### config.mk
export PLATFORM = sky130hd
export DESIGN_NAME = shift_sequencer
export DESIGN_NICKNAME = d
export VERILOG_FILES = /design/src/rtl/shift_sequencer_pkg.sv /design/src/rtl/shift_sequencer_stage.sv /design/src/rtl/shift_sequencer.sv
export SDC_FILE = /design/constraint.sdc
export NUM_CORES = 1
export LEC_CHECK = 0
export BUFFER_PORTS_ARGS = -buffer_cell sky130_fd_sc_hd__buf_2
export CELL_PAD_IN_SITES_DETAIL_PLACEMENT = 0
export CELL_PAD_IN_SITES_GLOBAL_PLACEMENT = 1
export CORE_ASPECT_RATIO = 1.75
export CORE_UTILIZATION = 25
export DETAILED_ROUTE_END_ITERATION = 10
export PLACE_DENSITY = 0.67
export SETUP_SLACK_MARGIN = 0.4
export SYNTH_ARGS = -nofsm -noshare
export SYNTH_HDL_FRONTEND = slang
export SYNTH_SLANG_ARGS = --single-unit
### constraint.sdc
create_clock -name clock -period 5.2 [get_ports clock]
set_input_delay 0.26 -clock clock [delete_from_list [all_inputs] [get_ports clock]]
set_output_delay 0.26 -clock clock [all_outputs]
set_load 0.01 [all_outputs]
### src/rtl/shift_sequencer_pkg.sv
// Shared definitions for the shift sequencer: op codes, FSM states and the
// priority encoder that picks the next stage to apply.
package shift_sequencer_pkg;

  localparam int SHIFT_WIDTH = 32;
  localparam int SHAMT_W     = 5;

  localparam logic [1:0] SHIFT_OP_SLL = 2'b00;
  localparam logic [1:0] SHIFT_OP_SRL = 2'b01;
  localparam logic [1:0] SHIFT_OP_SRA = 2'b10;
  localparam logic [1:0] SHIFT_OP_RSV = 2'b11;

  typedef enum logic [1:0] {
    ST_IDLE  = 2'b00,
    ST_SHIFT = 2'b01,
    ST_DONE  = 2'b10
  } state_t;

  // Index of the highest set bit; 0 when nothing is set.
  function automatic logic [2:0] msb_index(input logic [SHAMT_W-1:0] v);
    logic [2:0] k;
    if (v[4])      k = 3'd4;
    else if (v[3]) k = 3'd3;
    else if (v[2]) k = 3'd2;
    else if (v[1]) k = 3'd1;
    else           k = 3'd0;
    return k;
  endfunction

endpackage

### src/rtl/shift_sequencer_stage.sv
// One fixed power-of-two shift stage (1/2/4/8/16 selected by sel) for
// left-logical, right-logical and right-arithmetic shifts.
module shift_sequencer_stage
  import shift_sequencer_pkg::*;
(
  input  logic [SHIFT_WIDTH-1:0] in_word,
  input  logic [2:0]             sel,
  input  logic [1:0]             op,
  output logic [SHIFT_WIDTH-1:0] out_word
);

  logic [SHIFT_WIDTH-1:0] w_sll;
  logic [SHIFT_WIDTH-1:0] w_srl;
  logic [SHIFT_WIDTH-1:0] w_sra;
  logic                   w_sign;

  assign w_sign = in_word[SHIFT_WIDTH-1];

  always_comb begin
    w_sll = in_word;
    w_srl = in_word;
    w_sra = in_word;
    case (sel)
      3'd0: begin
        w_sll = {in_word[30:0], 1'b0};
        w_srl = {1'b0, in_word[31:1]};
        w_sra = {w_sign, in_word[31:1]};
      end
      3'd1: begin
        w_sll = {in_word[29:0], 2'b0};
        w_srl = {2'b0, in_word[31:2]};
        w_sra = {{2{w_sign}}, in_word[31:2]};
      end
      3'd2: begin
        w_sll = {in_word[27:0], 4'b0};
        w_srl = {4'b0, in_word[31:4]};
        w_sra = {{4{w_sign}}, in_word[31:4]};
      end
      3'd3: begin
        w_sll = {in_word[23:0], 8'b0};
        w_srl = {8'b0, in_word[31:8]};
        w_sra = {{8{w_sign}}, in_word[31:8]};
      end
      3'd4: begin
        w_sll = {in_word[15:0], 16'b0};
        w_srl = {16'b0, in_word[31:16]};
        w_sra = {{16{w_sign}}, in_word[31:16]};
      end
      default: begin
        w_sll = in_word;
        w_srl = in_word;
        w_sra = in_word;
      end
    endcase
  end

  // The reserved op code falls through to the left shift.
  always_comb begin
    case (op)
      SHIFT_OP_SRL: out_word = w_srl;
      SHIFT_OP_SRA: out_word = w_sra;
      default:      out_word = w_sll;
    endcase
  end

endmodule

### src/rtl/shift_sequencer.sv
// Multi-cycle shifter: applies the 16/8/4/2/1 stages one per cycle, skipping
// stages whose amount bit is clear. in_valid/in_ready and out_valid/out_ready
// transfer when both are high on a rising clock edge.
module shift_sequencer
  import shift_sequencer_pkg::*;
#(
  parameter int WIDTH = SHIFT_WIDTH
) (
  input  logic             clock,
  input  logic             reset_n,
  input  logic             in_valid,
  output logic             in_ready,
  input  logic [WIDTH-1:0] in_data,
  input  logic [4:0]       in_shamt,
  input  logic [1:0]       in_op,
  output logic             out_valid,
  input  logic             out_ready,
  output logic [WIDTH-1:0] out_data,
  output logic             busy,
  output logic [1:0]       dbg_state
);

  state_t           r_state;
  logic [WIDTH-1:0] r_acc;
  logic [4:0]       r_rem;
  logic [1:0]       r_op;
  logic             r_in_ready;
  logic             r_out_valid;
  logic             r_busy;

  logic [2:0]       w_k;
  logic [4:0]       w_rem_next;
  logic [WIDTH-1:0] w_stage_out;

  assign w_k        = msb_index(r_rem);
  assign w_rem_next = r_rem & ~(5'd1 << w_k);

  shift_sequencer_stage u_stage (
    .in_word  (r_acc),
    .sel      (w_k),
    .op       (r_op),
    .out_word (w_stage_out)
  );

  always_ff @(posedge clock or negedge reset_n) begin
    if (!reset_n) begin
      r_state     <= ST_IDLE;
      r_acc       <= '0;
      r_rem       <= '0;
      r_op        <= SHIFT_OP_SLL;
      r_in_ready  <= 1'b1;
      r_out_valid <= 1'b0;
      r_busy      <= 1'b0;
    end else begin
      case (r_state)
        ST_IDLE: begin
          if (in_valid) begin
            r_acc      <= in_data;
            r_rem      <= in_shamt;
            r_op       <= in_op;
            r_in_ready <= 1'b0;
            r_busy     <= 1'b1;
            if (in_shamt == 5'd0) begin
              r_state     <= ST_DONE;
              r_out_valid <= 1'b1;
            end else begin
              r_state <= ST_SHIFT;
            end
          end
        end
        ST_SHIFT: begin
          r_acc <= w_stage_out;
          r_rem <= w_rem_next;
          if (w_rem_next == 5'd0) begin
            r_state     <= ST_DONE;
            r_out_valid <= 1'b1;
          end
        end
        ST_DONE: begin
          if (out_ready) begin
            r_state     <= ST_IDLE;
            r_out_valid <= 1'b0;
            r_busy      <= 1'b0;
            r_in_ready  <= 1'b1;
          end
        end
        default: begin
          r_state     <= ST_IDLE;
          r_out_valid <= 1'b0;
          r_busy      <= 1'b0;
          r_in_ready  <= 1'b1;
        end
      endcase
    end
  end

  assign in_ready  = r_in_ready;
  assign out_valid = r_out_valid;
  assign out_data  = r_acc;
  assign busy      = r_busy;
  assign dbg_state = r_state;

endmodule

==> run summary, run 1 <==
status -> finished, final reports clean
H-tree Lvls -> 2
worst-path maximum fanout -> 35
Critical Path AT -> 3.19 ns
syn_nets -> 607
Yosys top cell by area -> dfrtp_1
Req. time, crit path -> 5.35 ns
vias in the first global route -> 4968
ratio of cells with drive above 1 in the final layout -> 18.6%
Cell Rows -> 61
dpl ws -> 2.37 ns
Detail Route Antenna Nets -> 0
Synth Register Bits -> 44
# setup viols final -> 0
placed cells -> 771
largest cells by area after synthesis -> dfrtp_1 (26%), o21ai_0 (8.1%), a21oi_1 (5.7%), o221ai_1 (4.7%), nor2_1 (4.5%)
cts repair resizes -> 0
critical path class -> reg2reg
Worst Hold Class -> in2async
# port buffers -> 79
FF+latch area -> 1100 um^2
Vias -> 5003
GPL Wtd Cong -> 1.02
Final Non-Filler Cells -> 779
Area growth, synth to finish -> 14.7%
DIE AREA -> 16900 um^2
Clock Path Buffers -> 2
number of synthesized flops with an enable pin -> 0
Fillers -> 1797
post-synthesis sequential area ratio -> 26.9%
PD cells -> 865 nW/um^2
P_leak -> 1.82 nW
DP HPWL -> 14100 um
clk sinks -> 44
Clock Skew -> 0.0101 ns
final core occ -> 29.5%
RSZ-0062 raised after global routing -> no
core area -> 16000 um^2
total track usage -> 24.2%
Worst Path Buf+Inv -> 1
actual slew at the worst max-slew pin -> 1.22 ns
grt total ovfl -> 0
delay-heaviest family, CP -> flip-flops
post-layout min period -> 3.03 ns
Ys Warns -> 0
Nets -> 634
hold_buf cts -> 0
Num CTS Buffers -> 5
setup_tns -> 0 ns
Vias/cell -> 6.42
critical path, cell by cell -> or4_1, buf_4, nand2_1, a211oi_1, o311ai_0
cell count after synthesis -> 562
Yosys top cell area share -> 26.3%
clk slew on worst S/H paths -> 0.08 ns
Syn Area/Cell -> 7.29 um^2
period utilisation layout -> 58.3%
post-synthesis cell type count -> 59
Final WS setup -> 2.17 ns
first-iteration detailed-routing DRC count -> 667
drt pass-1 iters -> 6
FFs w/ async S/R, synth -> 100%
initial core utilization -> 25.7%
DRC -> 0
Slew HR -> 18.9%
I/O pin cnt -> 80
fin. max-slew vios -> 0
first-pass GRT wire length -> 31000 um
Startpoint Class -> flip-flop
width of the die -> 98.8 um
# Post-CTS Setup Buffers -> 0
VDD IR max -> 0.344 mV
pin count of the biggest net entering global routing -> 55
max cap viols -> 0
antenna violations before repair -> 0
slowest library cell on the worst path -> dfrtp_1
area occupied by multi-input gates -> 2630 um^2
CP Capture Type -> flip-flop
Root Driver -> clkbuf_16
Antenna Diode Count -> 0
Final Hold Viols -> 0
drt total wl -> 20300 um
Clock Latency Late Sink -> 0.31 ns
Top FF cell, synth -> dfrtp_1
Highest Clock Rate -> 330 MHz
CTS tree -> yes
Avg WL per Cell -> 26.1 um
Die Ht -> 171 um
max incr delay on CP -> 1.15 ns
synthesized area -> 4100 um^2
==> worst paths after layout <==
check                                      start                       end  slack [ns]  cells past startpoint
setup / recovery            r_rem[2]$_DFFE_PN0P_  out_data[18]$_DFFE_PN0P_        2.17                      5
hold / removal                           reset_n   out_data[4]$_DFFE_PN0P_        0.06                      2
setup reg to reg            r_rem[2]$_DFFE_PN0P_  out_data[18]$_DFFE_PN0P_        2.17                      5
hold reg to reg            out_valid$_DFFE_PN0P_     out_valid$_DFFE_PN0P_        0.48                      1
max in group asynchronous                reset_n      r_rem[4]$_DFFE_PN0P_        4.68                      2
min in group clock                      in_op[0]       r_op[0]$_DFFE_PN0P_        0.16                      3
==> report_power, final <==
part | total, W | leakage, nW | switching (W) | internal [W]
Sequential | 0.00109 | 0.525 | 0.000571 | 0.000516
Combinational | 0.00258 | 1.22 | 0.00165 | 0.000930
Clock | 0.000399 | 0.0804 | 0.000170 | 0.000230
Total | 0.00407 | 1.82 | 0.00239 | 0.00167
==> kinds of logic (layout without fill, tap and decap cells) <==
logic type                 Yosys count  after routing  synth area share [%]
AOI/OAI and AO/OA                  273            273                  45.4
and+or+nand+nor                    145            145                  16.6
buffers and inverters               93            121                  9.28
DFF                                 44             44                  26.9
muxes                                4              4                  1.01
adders and majority gates            3              3                 0.855
==> cells in the final DEF, fill, tap and decap left out, types with 2 or more instances in the layout <==
cell,count
a221o_1,5
inv_1,22
nor2b_1,9
ha_1,2
nand3_1,4
o311a_1,2
clkinv_1,2
o211ai_1,13
a31oi_1,11
nor2_2,2
nor3b_1,2
nand2b_1,5
nand3b_1,4
o31ai_1,4
o221ai_1,22
or3_1,10
clkbuf_16,5
buf_2,79
nand2_1,47
a221oi_1,17
a211oi_1,4
o22ai_1,12
a311oi_1,7
a22oi_1,20
o32ai_1,2
dfrtp_1,42
a21o_1,4
a21boi_0,2
o311ai_0,4
o21ai_0,65
a2bb2oi_1,9
buf_4,10
a32oi_1,3
mux2i_1,3
o21a_1,8
a21oi_1,47
nor2_1,48
nor3_1,8
==> flip-flops by register name, summed over array words and instances (netlist names) <==
name,count
out_data,32
r_rem,5
dbg_state,2
r_op,2
busy,1
in_ready,1
out_valid,1
==> worst register-to-register path, cell delays in order (launching register included) <==
cell	delay [ns]
dfrtp_1	1.15
or4_1	0.58
buf_4	0.44
nand2_1	0.20
a211oi_1	0.33
o311ai_0	0.18
==> Yosys cell counts, drive strengths merged (3+ instances only) <==
cell and n:
nor2 50, a21oi 47, nand2 47, o211ai 13, nor3 9, nand3 4
inv 22, o31ai 4, nor2b 9, o221ai 22, a21o 4, o21a 8
a211oi 4, mux2i 3, o311ai 5, nand3b 4, a221oi 18, o21ai 66
or3 10, a32oi 3, o22ai 12, a221o 5, a311oi 7, a2bb2oi 9
nand2b 5, a22oi 20, clkbuf 45, dfrtp 43, buf 24, a31oi 11
==> layer usage <==
layer	part of all wire (%)	GRT usage [%]
met1	36	27.6
met4	6.6	16.9
met2	50	41.4
met3	7.4	3.21
met5	0	0
==> area by class of cell <==
cell class                      instances  area share, %
Timing Repair Buffer                   89           10.0
Inverter                               24           1.92
Clock buffer                            5           2.66
Clock inverter                          3          0.985
Multi-Input combinational cell        425           55.9
Tap cell                              189           5.03
Sequential cell                        44           23.5
==> stage by stage <==
step / hold WS, ns / area [um^2] / total power, W
3_5_place_dp: 0.413 / 4530 / 0.00358
3_3_place_gp: 0.404 / 4530 / 0.00359
5_1_grt: 0.120 / 4700 / 0.00430
4_1_cts: 0.0909 / 4700 / 0.00398
2_1_floorplan: -0.0356 / 4100 / 0.00262
6_report: 0.0618 / 4700 / 0.00407
Power figures use the tool's default switching activity.
==> inputs of run 2 (changes only) <==
--- a/config.mk
+++ b/config.mk
@@ -11,7 +11,7 @@
 export CORE_ASPECT_RATIO = 1.75
 export CORE_UTILIZATION = 25
 export DETAILED_ROUTE_END_ITERATION = 10
-export PLACE_DENSITY = 0.67
+export PLACE_DENSITY = 0.69
 export SETUP_SLACK_MARGIN = 0.4
 export SYNTH_ARGS = -nofsm -noshare
 export SYNTH_HDL_FRONTEND = slang
==> constraint.sdc (replaced) <==
create_clock -name clock -period 2.63 [get_ports clock]
set_input_delay 0.1315 -clock clock [delete_from_list [all_inputs] [get_ports clock]]
set_output_delay 0.1315 -clock clock [all_outputs]
set_load 0.01 [all_outputs]
==> run 2 against run 1 <==
Compared with the run above: core utilization grew 1.4 points; clock-buffer cell count unchanged; cell area grew 4.9%; global-route usage rose by 0.38 points; flip-flop and latch count did not move; sequential power increased by 79%; sequential share of layout area shrank 1.0 points; die area unchanged; combinational power is 120% higher; clock power up 94%; fmax grew 37%; largest cell class unchanged.
==> run summary, run 2 (synthesized netlist as in run 1, its figures left out) <==
max cap viols -> 0 (unchanged)
dpl ws -> 0.0410 ns (-2.33 ns)
Final WS setup -> 0.416 ns (-1.75 ns)
fin. max-slew vios -> 0 (unchanged)
Req. time, crit path -> 2.81 ns (-2.54 ns)
antenna violations before repair -> 0 (unchanged)
Root Driver -> clkbuf_16
Detail Route Antenna Nets -> 0 (unchanged)
Die Ht -> 171 um (unchanged)
ratio of cells with drive above 1 in the final layout -> 22.8% (+4.2 points)
# setup viols final -> 0 (unchanged)
RSZ-0062 raised after global routing -> yes
VDD IR max -> 0.700 mV (+100%)
Vias/cell -> 6.27 (-2.3%)
Highest Clock Rate -> 452 MHz (+37%)
I/O pin cnt -> 80 (unchanged)
Clock Power Share -> 9.2% (-0.6 points)
Critical Path AT -> 2.40 ns (-0.79 ns)
grt total ovfl -> 0 (unchanged)
Final Hold Viols -> 0 (unchanged)
Worst Hold Class -> in2reg
switching share of power -> 57.5% (-1.4 points)
vias in the first global route -> 5029 (+1.2%)
post-layout min period -> 2.21 ns (-0.819 ns)
period utilisation layout -> 84.2% (+26 points)
clk slew on worst S/H paths -> 0.08 ns (about the same)
status -> finished, final reports clean
H-tree Lvls -> 2 (unchanged)
first-pass GRT wire length -> 31300 um (+0.96%)
Avg WL per Cell -> 25.7 um (-1.3%)
PD cells -> 1710 nW/um^2 (+97%)
initial core utilization -> 25.7% (unchanged)
Area growth, synth to finish -> 20.3%
Startpoint Class -> flip-flop
drt total wl -> 20700 um (+1.7%)
total net switching power -> 0.00484 W (+100%)
Clock Latency Late Sink -> 0.30 ns (about the same)
pin count of the biggest net entering global routing -> 50 (-9.1%)
DRC -> 0 (unchanged)
total track usage -> 24.5% (+0.38 points)
# port buffers -> 79 (unchanged)
setup_tns -> 0 ns (unchanged)
register share of total power -> 23.1% (-3.6 points)
CP Capture Type -> flip-flop
core area -> 16000 um^2 (unchanged)
Slew HR -> 22.2% (+3.2 points)
Internal Power -> 0.00358 W (+110%)
Antenna Diode Count -> 0 (unchanged)
first-iteration detailed-routing DRC count -> 451 (-32%)
actual slew at the worst max-slew pin -> 1.17 ns (-0.0486 ns)
CTS tree -> yes
DIE AREA -> 16900 um^2 (unchanged)
DP HPWL -> 15000 um (+6.4%)
Clock Path Buffers -> 2 (unchanged)
width of the die -> 98.8 um (unchanged)
max reg flops -> 32 (unchanged)
drt pass-1 iters -> 5 (-1)
clk sinks -> 44 (unchanged)
P_leak -> 1.95 nW (+6.9%)
Nets -> 658 (+3.8%)
GPL Wtd Cong -> 0.963 (-5.5%)
most frequent cells in the layout -> buf_2 (79), o21ai_0 (64), a21oi_1 (47), nor2_1 (47), nand2_1 (47)
Num CTS Buffers -> 5 (unchanged)
Vias -> 5036 (+0.66%)
worst-path maximum fanout -> 20 (-43%)
Cell Rows -> 61 (unchanged)
critical path class -> reg2reg
Comb power frac -> 67.7% (+4.2 points)
commonest non-fill, non-tap cell in the layout -> buf_2
Clock Skew -> 0.00669 ns (-0.00336 ns)
## run 2: changes by cell type in the layout (fill, tap and decap cells not counted), moves of 2 or more
cell / previous run / this run
buf_6: 0 / 4
buf_4: 10 / 28
dfrtp_1: 42 / 40
clkinv_1: 2 / 0
dfrtp_2: 1 / 3
## run 2: power groups by stage
| stage | clock (W) | sequential [W] | combinational [W] |
|---|---|---|---|
| finish | 0.000776 | 0.00195 | 0.00570 |
| global route | 0.000815 | 0.00197 | 0.00614 |
| CTS | 0.000791 | 0.00190 | 0.00557 |
| detailed placement | 0 | 0.00191 | 0.00552 |
| global placement | 0 | 0.00191 | 0.00553 |
| floorplan | 0 | 0.00149 | 0.00369 |
## run 2: layout make-up
cell class                      instances  area [um^2]
Clock inverter                          3         46.3
Timing Repair Buffer                  113          681
Inverter                               24         95.1
Tap cell                              189          236
Clock buffer                            5          125
Fill cell                            1703        11000
Sequential cell                        44         1110
Multi-Input combinational cell        425         2640
## run 2: final timing paths
check | cells after the start | startpoint | to | slack, ns
setup reg to reg | 7 | r_rem[4]$_DFFE_PN0P_ | out_data[24]$_DFFE_PN0P_ | 0.42
hold reg to reg | 1 | out_valid$_DFFE_PN0P_ | out_valid$_DFFE_PN0P_ | 0.48
setup / recovery | 7 | r_rem[4]$_DFFE_PN0P_ | out_data[24]$_DFFE_PN0P_ | 0.42
max in group asynchronous | 3 | reset_n | in_ready$_DFFE_PN1P_ | 1.90
hold / removal | 3 | in_op[0] | r_op[0]$_DFFE_PN0P_ | 0.03
min in group asynchronous | 2 | reset_n | out_data[2]$_DFFE_PN0P_ | 0.18
## run 2: what timing repair did
item,CTS,global route
setup endpoints to repair,3,19
hold buffers,1,0
gates resized for setup,6,8
hold endpoints to repair,43,0
buffers inserted,0,0
## run 2: worst max-delay path, cell delays in order, from the launching register on
cell       delay (ns)
dfrtp_2          0.51
buf_4            0.25
nor2_2           0.32
nor2_1           0.18
a311oi_2         0.40
o21ai_0          0.16
buf_4            0.15
a2bb2oi_1        0.13
## run 2: per-layer routing
metal	GRT usage, %	share of wire (%)	up-vias
li1	-	-	2236
met5	0	0	-
met2	43.5	51	253
met4	17.1	6.6	0
met3	2.40	5.2	57
met1	27.4	37	2490
## run 2: per-stage QoR
| step | power, W | area (um^2) | hold slack (ns) | cells | util, % |
|---|---|---|---|---|---|
| floorplan | 0.00518 | 4100 | -0.164 | 562 | - |
| global placement | 0.00744 | 4710 | -0.0431 | 794 | 29.5 |
| detailed placement | 0.00742 | 4710 | -0.0410 | 794 | 29.5 |
| CTS | 0.00826 | 4900 | 0.0306 | 803 | 30.7 |
| global route | 0.00893 | 4930 | 0.0688 | 803 | 30.9 |
| finish | 0.00842 | 4930 | 0.0344 | 803 | 30.9 |
